`src/rtl/hazard_sequencer.sv`:
```
// -----------------------------------------------------------------------------
// hazard_sequencer
//   Pipeline sequencer for the 5-stage core. It produces the write enables and
//   flushes for the IF/ID, ID/EX, EX/MEM and MEM/WB pipeline registers and the
//   PC enable. Its inputs are the cache handshakes and the per-stage hazard
//   information. It covers these cases:
//     - dmem wait freeze
//     - load-use bubble
//     - branch/jump squash
//     - icache-miss bubble
//     - halt drain
//   It also keeps saturating stall/flush performance counters.
//
// Ports
//   CLK, RST                 clock (rising edge), synchronous active-high reset
//   ihit, dhit               imem / dmem access completes this cycle
//   mem_dreq                 EX/MEM stage holds a load or store
//   mem_brtaken              EX/MEM stage holds a taken branch
//   ex_jump                  ID/EX stage holds a jump
//   ex_memread, ex_rt        ID/EX stage holds a load and its destination
//   id_rs, id_rt             source fields of the instruction in IF/ID
//   wb_halt                  MEM/WB stage holds a halt
//   pc_en                    PC write enable
//   *_wen / *_flush          pipeline register write enable / NOP load
//   dwait                    high in every DWAIT cycle
//   halted                   sticky halt indication
//   stall_cnt, flush_cnt     saturating performance counters
// -----------------------------------------------------------------------------
module hazard_sequencer #(
  parameter int CNT_W = 32
) (
  input  logic             CLK,
  input  logic             RST,
  input  logic             ihit,
  input  logic             dhit,
  input  logic             mem_dreq,
  input  logic             mem_brtaken,
  input  logic             ex_jump,
  input  logic             ex_memread,
  input  logic [4:0]       ex_rt,
  input  logic [4:0]       id_rs,
  input  logic [4:0]       id_rt,
  input  logic             wb_halt,
  output logic             pc_en,
  output logic             ifid_wen,
  output logic             idex_wen,
  output logic             exmem_wen,
  output logic             memwb_wen,
  output logic             ifid_flush,
  output logic             idex_flush,
  output logic             exmem_flush,
  output logic             memwb_flush,
  output logic             dwait,
  output logic             halted,
  output logic [CNT_W-1:0] stall_cnt,
  output logic [CNT_W-1:0] flush_cnt
);

  typedef enum logic [1:0] {
    ST_RUN   = 2'd0,
    ST_DWAIT = 2'd1,
    ST_HALT  = 2'd2
  } state_t;

  // Bundle of all pipeline control outputs, so that each rule assigns one value.
  typedef struct packed {
    logic pc_en;
    logic ifid_wen;
    logic idex_wen;
    logic exmem_wen;
    logic memwb_wen;
    logic ifid_flush;
    logic idex_flush;
    logic exmem_flush;
    logic memwb_flush;
  } ctrl_t;

  localparam ctrl_t CTRL_FREEZE = 9'b0_0000_0000;
  localparam ctrl_t CTRL_RESET  = 9'b0_0000_1111;
  localparam ctrl_t CTRL_HALT   = 9'b0_0000_1110;  // MEM/WB keeps the halt
  localparam ctrl_t CTRL_BRANCH = 9'b1_1111_1110;
  localparam ctrl_t CTRL_JUMP   = 9'b1_1111_1000;
  localparam ctrl_t CTRL_LDUSE  = 9'b0_0111_0100;
  localparam ctrl_t CTRL_IMISS  = 9'b0_1111_1000;
  localparam ctrl_t CTRL_ADV    = 9'b1_1111_0000;

  localparam logic [CNT_W-1:0] CNT_MAX = {CNT_W{1'b1}};
  localparam logic [CNT_W-1:0] CNT_ONE = {{(CNT_W-1){1'b0}}, 1'b1};

  state_t state_r;
  state_t state_next_s;
  ctrl_t  adv_s;
  ctrl_t  ctrl_s;
  logic   load_use_s;
  logic   redirect_s;
  logic   flush_inc_s;
  logic   stall_inc_s;
  logic   dwait_s;
  logic   halted_s;

  // Load-use hazard: a load in EX writes a nonzero register read by the instruction in ID.
  always_comb begin
    load_use_s = 1'b0;
    if (ex_memread && (ex_rt != 5'd0) && ((ex_rt == id_rs) || (ex_rt == id_rt))) begin
      load_use_s = 1'b1;
    end else begin
      load_use_s = 1'b0;
    end
  end

  // Rules for a cycle in which the memory stage can advance (branch, jump, load-use, imiss, normal).
  always_comb begin
    adv_s      = CTRL_ADV;
    redirect_s = 1'b0;
    if (mem_brtaken) begin
      adv_s      = CTRL_BRANCH;
      redirect_s = 1'b1;
    end else if (ex_jump) begin
      adv_s      = CTRL_JUMP;
      redirect_s = 1'b1;
    end else if (load_use_s) begin
      adv_s = CTRL_LDUSE;
    end else if (!ihit) begin
      adv_s = CTRL_IMISS;
    end else begin
      adv_s = CTRL_ADV;
    end
  end

  // Next-state and output selection per state; reset overrides everything.
  always_comb begin
    state_next_s = state_r;
    ctrl_s       = CTRL_FREEZE;
    flush_inc_s  = 1'b0;
    dwait_s      = 1'b0;
    halted_s     = 1'b0;
    if (RST) begin
      state_next_s = ST_RUN;
      ctrl_s       = CTRL_RESET;
    end else begin
      case (state_r)
        ST_RUN: begin
          if (wb_halt) begin
            ctrl_s       = CTRL_HALT;
            state_next_s = ST_HALT;
          end else if (mem_dreq && !dhit) begin
            // The freeze holds EX/MEM and ID/EX, so any redirect is taken later.
            ctrl_s       = CTRL_FREEZE;
            state_next_s = ST_DWAIT;
          end else begin
            ctrl_s      = adv_s;
            flush_inc_s = redirect_s;
          end
        end
        ST_DWAIT: begin
          dwait_s = 1'b1;
          if (dhit) begin
            ctrl_s       = adv_s;
            flush_inc_s  = redirect_s;
            state_next_s = ST_RUN;
          end else begin
            ctrl_s = CTRL_FREEZE;
          end
        end
        ST_HALT: begin
          ctrl_s   = CTRL_FREEZE;
          halted_s = 1'b1;
        end
        default: begin
          ctrl_s       = CTRL_RESET;
          state_next_s = ST_RUN;
        end
      endcase
    end
  end

  // Stall cycles are counted only while the core is live (RUN or DWAIT).
  always_comb begin
    stall_inc_s = 1'b0;
    if (!RST && ((state_r == ST_RUN) || (state_r == ST_DWAIT)) && !ctrl_s.pc_en) begin
      stall_inc_s = 1'b1;
    end else begin
      stall_inc_s = 1'b0;
    end
  end

  // State register.
  always_ff @(posedge CLK) begin
    if (RST) begin
      state_r <= ST_RUN;
    end else begin
      state_r <= state_next_s;
    end
  end

  // Saturating stall counter.
  always_ff @(posedge CLK) begin
    if (RST) begin
      stall_cnt <= {CNT_W{1'b0}};
    end else if (stall_inc_s && (stall_cnt != CNT_MAX)) begin
      stall_cnt <= stall_cnt + CNT_ONE;
    end else begin
      stall_cnt <= stall_cnt;
    end
  end

  // Saturating redirect counter.
  always_ff @(posedge CLK) begin
    if (RST) begin
      flush_cnt <= {CNT_W{1'b0}};
    end else if (flush_inc_s && (flush_cnt != CNT_MAX)) begin
      flush_cnt <= flush_cnt + CNT_ONE;
    end else begin
      flush_cnt <= flush_cnt;
    end
  end

  assign pc_en       = ctrl_s.pc_en;
  assign ifid_wen    = ctrl_s.ifid_wen;
  assign idex_wen    = ctrl_s.idex_wen;
  assign exmem_wen   = ctrl_s.exmem_wen;
  assign memwb_wen   = ctrl_s.memwb_wen;
  assign ifid_flush  = ctrl_s.ifid_flush;
  assign idex_flush  = ctrl_s.idex_flush;
  assign exmem_flush = ctrl_s.exmem_flush;
  assign memwb_flush = ctrl_s.memwb_flush;
  assign dwait       = dwait_s;
  assign halted      = halted_s;

endmodule

```
`config.mk`:
```
export PLATFORM = sky130hd
export DESIGN_NAME = hazard_sequencer
export DESIGN_NICKNAME = d
export VERILOG_FILES = /design/src/rtl/hazard_sequencer.sv
export SDC_FILE = /design/constraint.sdc
export NUM_CORES = 1
export LEC_CHECK = 0
export BUFFER_PORTS_ARGS = -buffer_cell sky130_fd_sc_hd__buf_4
export CORE_ASPECT_RATIO = 0.8
export CORE_MARGIN = 2
export CORE_UTILIZATION = 45
export CTS_BUF_LIST = sky130_fd_sc_hd__clkbuf_16
export CTS_CLUSTER_DIAMETER = 40
export DETAILED_ROUTE_END_ITERATION = 16
export PLACE_DENSITY = 0.71
export SLEW_MARGIN = 20
export SYNTH_ARGS = -nofsm -noshare
export SYNTH_HDL_FRONTEND = slang
export SYNTH_SLANG_ARGS = --single-unit
```
`constraint.sdc`:
```
create_clock -name CLK -period 4.2 [get_ports CLK]
set_clock_uncertainty 0.05 [all_clocks]
set_input_delay 0.63 -clock CLK [delete_from_list [all_inputs] [get_ports CLK]]
set_output_delay 0.63 -clock CLK [all_outputs]
set_load 0.1 [all_outputs]
```
* Word-level counts from Yosys, hierarchy flattened
Index checks and enable logic that the tools add are counted.
** Operators by class
- Mux-type cells :: 26
- Reduce and logical (&&, ||, !) cells :: 15
- $add $sub $neg :: 2
- Equality and inequality tests :: 8
- Bitwise operators :: 1
** Operators with widths (number)
- 2-to-1 mux 9 bit :: 8
- adder 32 x 1 -> 32 bit (second input constant) :: 2
- != test 32 bit (second input constant) :: 2
- one-hot mux 9 bit (3 select lines) :: 1
- 2-to-1 mux 1 bit :: 12
- == test 5 bit :: 2
- logical AND 1 bit :: 7
- 2-to-1 mux 2 bit :: 3
- one-hot mux 2 bit (3 select lines) :: 1
- nonzero test 5 bit :: 1
- logical NOT 1 bit :: 3
- != test 3 bit (second input constant) :: 1
- AND reduction 3 bit :: 1
- == test 2 x 1 -> 1 bit (second input constant) :: 1
- == test 2 bit (second input constant) :: 1
- logical NOT 2 bit :: 1
- logical OR 1 bit :: 2
- != test 2 bit (second input constant) :: 1
- one-hot mux 1 bit (2 select lines) :: 1
- inverter 1 bit :: 1
** Storage, ports and cells
- Logic and storage cells :: 55
- Output and inout port bits :: 75
- Input bits :: 24
- Register bits :: 66

* Logic depth before layout (Yosys ltp)
Gate-level depths: netlist of run 1.
- Word-level depth :: 15
- Gate-level depth with buffers :: 9
- Depth with buffers taken out :: 8

* Least setup slack after synthesis of run 1
Ideal clock, no wire load.
- Kind :: input -> output
- From :: input mem_dreq
- To :: output pc_en
- Stages :: 4
- Data arrival time :: 3.981 ns
- Path buffers :: 0
- Path slack :: -0.461 ns
- Data required time :: 3.520 ns
- Path through :: o21ba_2 nor2_1 o41ai_4 nor2_1
** On the way
- Longest elaborated chain between the ends :: 5
** Ends and longest elaborated chain
- start, declared :: RTL line 36 : input logic mem_dreq,
- logical AND 1 bit :: RTL line 146 : end else if (mem_dreq && !dhit) begin
- 2-to-1 mux 9 bit :: RTL line 146
- 2-to-1 mux 9 bit :: RTL line 143 : if (wb_halt) begin
- one-hot mux 9 bit (3 select lines) :: RTL line 141 : case (state_r)
- 2-to-1 mux 9 bit :: RTL line 137 : if (RST) begin
- end, declared :: RTL line 44 : output logic pc_en,
Every way passes these cells.

* Final worst setup path of run 1
- From :: input ex_rt[1]
- To :: output ifid_flush
** On the way
- Longest elaborated chain between the ends :: 11
- Elaborated cells between the ends (all ways) :: 15
- Classes of those cells :: eq/ne: 2; mux: 9; reduce/logical: 4
** Ends and longest elaborated chain
- start, declared :: RTL line 40 : input logic [4:0] ex_rt,
- == test 5 bit or nonzero test 5 bit (tied branches) :: RTL line 104 : if (ex_memread && (ex_rt != 5'd0) && ((ex_rt == id_rs) || (ex_rt == id_rt))) begin
- logical OR 1 bit or logical AND 1 bit (tied branches) :: RTL line 104
- logical AND 1 bit * :: RTL line 104
- 2-to-1 mux 1 bit * :: RTL line 104
- 2-to-1 mux 9 bit * :: RTL line 121 : end else if (load_use_s) begin
- 2-to-1 mux 9 bit * :: RTL line 118 : end else if (ex_jump) begin
- 2-to-1 mux 9 bit * :: RTL line 115 : if (mem_brtaken) begin
- 2-to-1 mux 9 bit :: RTL line 146
- 2-to-1 mux 9 bit :: RTL line 143
- one-hot mux 9 bit (3 select lines) * :: RTL line 141
- 2-to-1 mux 9 bit * :: RTL line 137
- end, declared :: RTL line 49 : output logic ifid_flush,
Mark *: on every way between the ends. The rest lies on a longest branch, timed or not.

==> results_dict.tcl, run 1 <==
set metrics [dict create \
    fmax_mhz 338.8 \
    clk_pin_slew_worst_paths_ps 50 \
    setup_viol 0 \
    synth_edf_count 0 \
    whs_endpoint "state_r[0]$_SDFFE_PP0P_" \
    synthArstFlopShare 0 \
    drt_iter0_drc 257 \
    yosys.area.top_type_share 0.3850 \
    slowest_delay_ps 520 \
    synthCells 420 \
    clock_latency_ps 320 \
    drive_above_1_share 0.2505 \
    worstPathArrival_ps 2270 \
    ys_types 47 \
    worstPathCellList "buf_4 -> or4_1 -> o21ai_1 -> nor2_1 -> o21ai_0 -> a21o_1 -> buf_4" \
    first_pass_iters 4 \
    core.rowCount 28 \
    crit_buf_inv 2 \
    p_int_uw 1131 \
    combPwrFrac 0.106 \
    dpl.hpwl_um 6091 \
    die-area_mm2 0.008346 \
    grt_usage 0.2062 \
    utilization 0.6112 \
    postCtsHoldBufs 0 \
    synth_flop_cell "dfxtp_1" \
    irDropWorstVdd_mv 0.1655 \
    worstSetupEndpointType "primary output" \
    drv_cap 0 \
    switching_power_uw 401.7 \
    final_nets 540 \
    cp_common_cell "buf_4" \
    p_per_area_mw_per_mm2 339.2 \
    grt_max_degree 78 \
    dr_total_vias 3345 \
    rsz0062_at_grt "no" \
    crit_path_top_delay_cell "or4_1" \
    cp.depth 7 \
    tightest_slew_ps 763.0 \
    crit_type "primary input to primary output" \
    cts_buffers 9 \
    start_util 0.4643 \
    avgViaCountPerCell 5.361 \
    cts.repair.resized 0 \
    pwr-share-clk 0.479 \
    worstHoldPathCells 2 \
    leakage_uw 0.001744 \
    path_max_fanout 3 \
    syn-num-nets 446 \
    hold_path_startpoint "dhit" \
    synth.avg_cell_area_um2 8.172 \
    cts_root_buffer "clkbuf_16" \
    clk_path_buf_depth 2 \
    startpoint "ex_rt[1]" \
    min_path_type "primary input to flop" \
    grt_pass1_wl_um 13810 \
    cts_sinks 66 \
    synth-seq-cells 66 \
    wirelength_um 8476 \
    synth_most_common_cell "dfxtp_1" \
    overflow 0 \
    synth_area_leaders "dfxtp_1, xor2_1, nor2_1, nand4_1, nand2_1" \
    gp_congestion 0.8221 \
    slew_headroom 0.4913 \
    r2r_cells 8 \
    die_x_um 101.6 \
    cp_top_family "simple AND/OR/NAND/NOR gates" \
    period_minus_slack_ps 2951 \
    grt_antenna_before_repair 0 \
    slew_viol_final 0 \
    yosysWarnings 0 \
    synth_top_cell_by_area "dfxtp_1" \
    cts-htree-levels 3 \
    crit_path_start_kind "primary input" \
    grt_pass1_vias 2978 \
    reg2reg_from "stall_cnt[7]$_SDFFE_PP0P_" \
    portBuffers 98 \
    r2r_end "stall_cnt[31]$_SDFFE_PP0P_" \
    area_growth_pct 31.64 \
    seqPwrFrac 0.415 \
    setup_tns_ps 0 \
    syn_area_mm2 0.003432 \
    cts_tree "done" \
    io_pins 99 \
    switching_share 0.2621 \
    ant_nets 0 \
    ys_top_cells_by_count "dfxtp_1, nor2_1, xor2_1" \
    wl_per_cell_um 13.58 \
    cts_setup_buffers 0 \
    critPathRequiredTime_ps 3520 \
    remaining_drc_errors 0 \
    ff2ff_setup_slack_ps 1350 \
    ys_seq_area_frac 0.3850 \
    core_mm2 0.007392 \
    period_share 0.7027 \
    status "finished clean" \
    diodes 0 \
    die_h_um 82.11 \
    finalHoldViolations 0 \
]
[sequential cells by signal, summed over array words and instances (netlist names)]
signal / cells
flush_cnt: 32
stall_cnt: 32
state_r: 2
[layer usage]
metal | vias up | GRT usage | wire length (µm)
li1 | 1698 | - | -
met1 | 1530 | 0.2831 | 4008
met2 | 109 | 0.3184 | 3891
met3 | 8 | 0.05135 | 497
met4 | 0 | 0.06757 | 78
met5 | - | 0 | 0
[cells by family after synthesis]
| group | after synthesis | synth area share |
|---|---|---|
| AO/OA/AOI/OAI | 66 | 0.1287 |
| XOR/XNOR | 39 | 0.09953 |
| adder cells (fa/ha/maj) | 2 | 0.007290 |
| buffers and inverters | 31 | 0.04265 |
| flip-flops | 66 | 0.3850 |
| multiplexers | 9 | 0.02880 |
| AND/OR/NAND/NOR | 207 | 0.3081 |
[how the worst max path moves through the flow]
| stage | slack [ps] | end |
|---|---|---|
| floorplan | 150 | pc_en |
| global placement | 1160 | flush_cnt[28]$_SDFFE_PP0P_ |
| detailed placement | 1080 | flush_cnt[24]$_SDFFE_PP0P_ |
| CTS | 1250 | ifid_flush |
| global route | 1060 | flush_cnt[30]$_SDFFE_PP0P_ |
| finish | 1250 | ifid_flush |
[worst reg2reg max path, stage by stage (launching register included)]
cell and delay [ps]:
dfxtp_1 450, nand4_1 220, nor3_2 390, nand3_1 290
o31a_1 420, o21ai_2 70, buf_4 400, nor4_1 140
mux2_1 320
[stage by stage]
stage	total power, µW	setup WS (ps)	area (µm²)	hold slack (ps)	std cells
after floorplan	769.7	152.1	3435	441.6	420
after global placement	809.8	1163	4223	437.2	608
after detailed placement	812.0	1076	4223	440.1	608
after CTS	1547	1254	4518	422.4	624
after global routing	1581	1060	4518	429.9	624
final	1532	1249	4518	439.1	624
[layout by cell type (no fill, tap or decap), types with 2 or more instances in the layout]
cell / instances
buf_4: 100
dfxtp_1: 66
nor2_1: 56
xor2_1: 33
nand2_1: 32
nand3_1: 22
a21oi_1: 21
nor3_1: 20
nand4_1: 20
inv_1: 14
o21ai_0: 13
or3_1: 12
or4_1: 10
o31ai_1: 10
clkbuf_16: 9
nor4_1: 6
nor2b_1: 6
xnor2_1: 6
mux2_2: 5
a21o_1: 4
and2_1: 4
and3_1: 4
and4_1: 4
o21ba_2: 3
nor3b_1: 3
clkinvlp_4: 3
nor3_2: 2
mux2i_1: 2
o31a_1: 2
o211ai_1: 2
mux2_1: 2
a31oi_1: 2
ha_1: 2
[power groups by stage]
stage / Combinational, µW / Clock (µW) / Sequential [µW]
after global routing: 172 / 773 / 636
after CTS: 163 / 748 / 636
after detailed placement: 162 / 0 / 650
after floorplan: 104 / 0 / 666
final: 162 / 734 / 636
after global placement: 160 / 0 / 649
[cell type report]
cell class	count	area [µm²]
Fill cell	669	2874
Multi-Input combinational cell	323	1967
Sequential cell	66	1321
Timing Repair Buffer	100	750.7
Clock buffer	9	225.2
Tap cell	105	131.4
Clock inverter	7	70.07
Inverter	14	52.55
Power figures use the tool's default switching activity.
==> inputs of run 2 (changes only) <==
--- a/config.mk
+++ b/config.mk
@@ -12,7 +12,7 @@
 export CTS_BUF_LIST = sky130_fd_sc_hd__clkbuf_16
 export CTS_CLUSTER_DIAMETER = 40
 export DETAILED_ROUTE_END_ITERATION = 16
-export PLACE_DENSITY = 0.71
+export PLACE_DENSITY = 0.74
 export SLEW_MARGIN = 20
 export SYNTH_ARGS = -nofsm -noshare
 export SYNTH_HDL_FRONTEND = slang
==> constraint.sdc (replaced) <==
create_clock -name CLK -period 2.45 [get_ports CLK]
set_clock_uncertainty 0.05 [all_clocks]
set_input_delay 0.3675 -clock CLK [delete_from_list [all_inputs] [get_ports CLK]]
set_output_delay 0.3675 -clock CLK [all_outputs]
set_load 0.1 [all_outputs]
==> results_dict.tcl, run 2 (synthesis results as in run 1) <==
set metrics [dict create \
    crit_path_start_kind "flop" \
    drv_cap 0 \
    worstSetupEndpointType "primary output" \
    remaining_drc_errors 0 \
    area_growth_pct 40.83 \
    clk_pin_slew_worst_paths_ps 60 \
    switching_share 0.2684 \
    io_pins 99 \
    final_nets 558 \
    postCtsHoldBufs 0 \
    cts_root_buffer "clkbuf_16" \
    p_int_uw 1936 \
    worstHoldPathCells 2 \
    tightest_slew_ps 414.1 \
    slew_headroom 0.7216 \
    grt_max_degree 42 \
    grt_pass1_wl_um 14510 \
    die-area_mm2 0.008346 \
    die_h_um 82.11 \
    critPathRequiredTime_ps 2030 \
    pre_cts_slack_ps -10.80 \
    p_total_uw 2646 \
    dr_wl_met3_um 614 \
    utilization 0.6539 \
    dr_total_vias 3508 \
    setup_viol 0 \
    met1_length_um 4298 \
    clock_latency_ps 330 \
    wl_met2_um 4154 \
    core.rowCount 28 \
    grt_antenna_before_repair 0 \
    cts-htree-levels 3 \
    cts_sinks 66 \
    period_minus_slack_ps 2336 \
    final_cell_mix "buf_4, nor2_1, xor2_1" \
    finalWorstSetupSlack_ps 114.4 \
    path_max_fanout 7 \
    wirelength_um 9118 \
    crit_type "flop to primary output" \
    first_pass_iters 4 \
    overflow 0 \
    setup_tns_ps 0 \
    finalHoldViolations 0 \
    cts_buffers 9 \
    diodes 0 \
    start_util 0.4643 \
    period_share 0.9533 \
    top_layer_used "met4" \
    reg_top3 "flush_cnt (32), stall_cnt (32), state_r (2)" \
    die_x_um 101.6 \
    irDropWorstVdd_mv 0.3949 \
    portBuffers 98 \
    pwr-share-clk 0.482 \
    grt_pass1_vias 3164 \
    slew_viol_final 0 \
    fin_hold_ws_ps 152.7 \
    grt_usage 0.2185 \
    avgViaCountPerCell 5.464 \
    leakage_uw 0.001879 \
    layout_commonest_cell "buf_4" \
    drive_above_1_share 0.3985 \
    min_path_type "primary input to flop" \
    p_per_area_mw_per_mm2 547.5 \
    fmax_mhz 428.2 \
    worstPathArrival_ps 1920 \
    drt_iter0_drc 216 \
    cts_tree "done" \
    dpl.hpwl_um 6672 \
    seqPwrFrac 0.404 \
    core_mm2 0.007392 \
    clk_path_buf_depth 2 \
    gp_congestion 0.8135 \
    status "finished clean" \
    ant_nets 0 \
    n_fill_cell 602 \
    wl_per_cell_um 14.20 \
    combPwrFrac 0.113 \
    r2r_cells 8 \
    switching_power_uw 710.4 \
]
[run 2: cell types whose count changed in the layout (fill, tap and decap cells not counted), sizes merged]
cell and delta:
inv +2, clkinv -1, buf +18, clkinvlp -1
[run 2: routing by layer]
metal	GRT usage	vias to the layer above
met5	0	-
met3	0.07828	4
met1	0.2935	1664
li1	-	1724
met2	0.3322	116
met4	0.06081	0
[run 2: layout make-up]
cell class / count / area (µm²) / area share
timing repair buffer: 118 / 898.4 / 0.1859
inverter: 14 / 56.30 / 0.01165
clock inverter: 7 / 67.56 / 0.01398
multi-input combinational: 323 / 2014 / 0.4168
tap: 105 / 131.4 / 0.02718
clock buffer: 9 / 225.2 / 0.04660
sequential: 66 / 1440 / 0.2980
[run 2: worst max-delay path, stage by stage (launching register included)]
cell,delay [ps]
dfxtp_1,450
nand2b_1,190
nand2_1,100
nor2_4,160
o41ai_4,110
buf_4,170
nor2_2,110
buf_4,290
[run 2: power groups by stage]
stage          registers, µW  clock network, µW  logic, µW
4_1_cts                 1070               1290        298
2_1_floorplan           1120                  0        181
6_report                1070               1280        300
5_1_grt                 1070               1350        318
3_5_place_dp            1090                  0        298
3_3_place_gp            1090                  0        294
[run 2: final timing paths]
| kind | start | endpoint | slack [ps] |
|---|---|---|---|
| worst max-delay path | state_r[0]$_SDFFE_PP0P_ | pc_en | 110 |
| worst min-delay path | dhit | state_r[0]$_SDFFE_PP0P_ | 150 |
| worst max register to register | stall_cnt[5]$_SDFFE_PP0P_ | stall_cnt[31]$_SDFFE_PP0P_ | 160 |
| worst min register to register | stall_cnt[3]$_SDFFE_PP0P_ | stall_cnt[3]$_SDFFE_PP0P_ | 420 |
[run 2: stage by stage]
step                area, µm²  cells
global route             4833    642
detailed placement       4509    626
finish                   4833    642
global placement         4509    626
floorplan                3573    420
CTS                      4802    642
[run 2: what timing repair did]
| item | in CTS | in global routing |
|---|---|---|
| setup endpoints to repair | 0 | 10 |
| gates resized for setup | 0 | 6 |
| setup buffers | 0 | 0 |
| endpoints found under the hold margin | 0 | 0 |
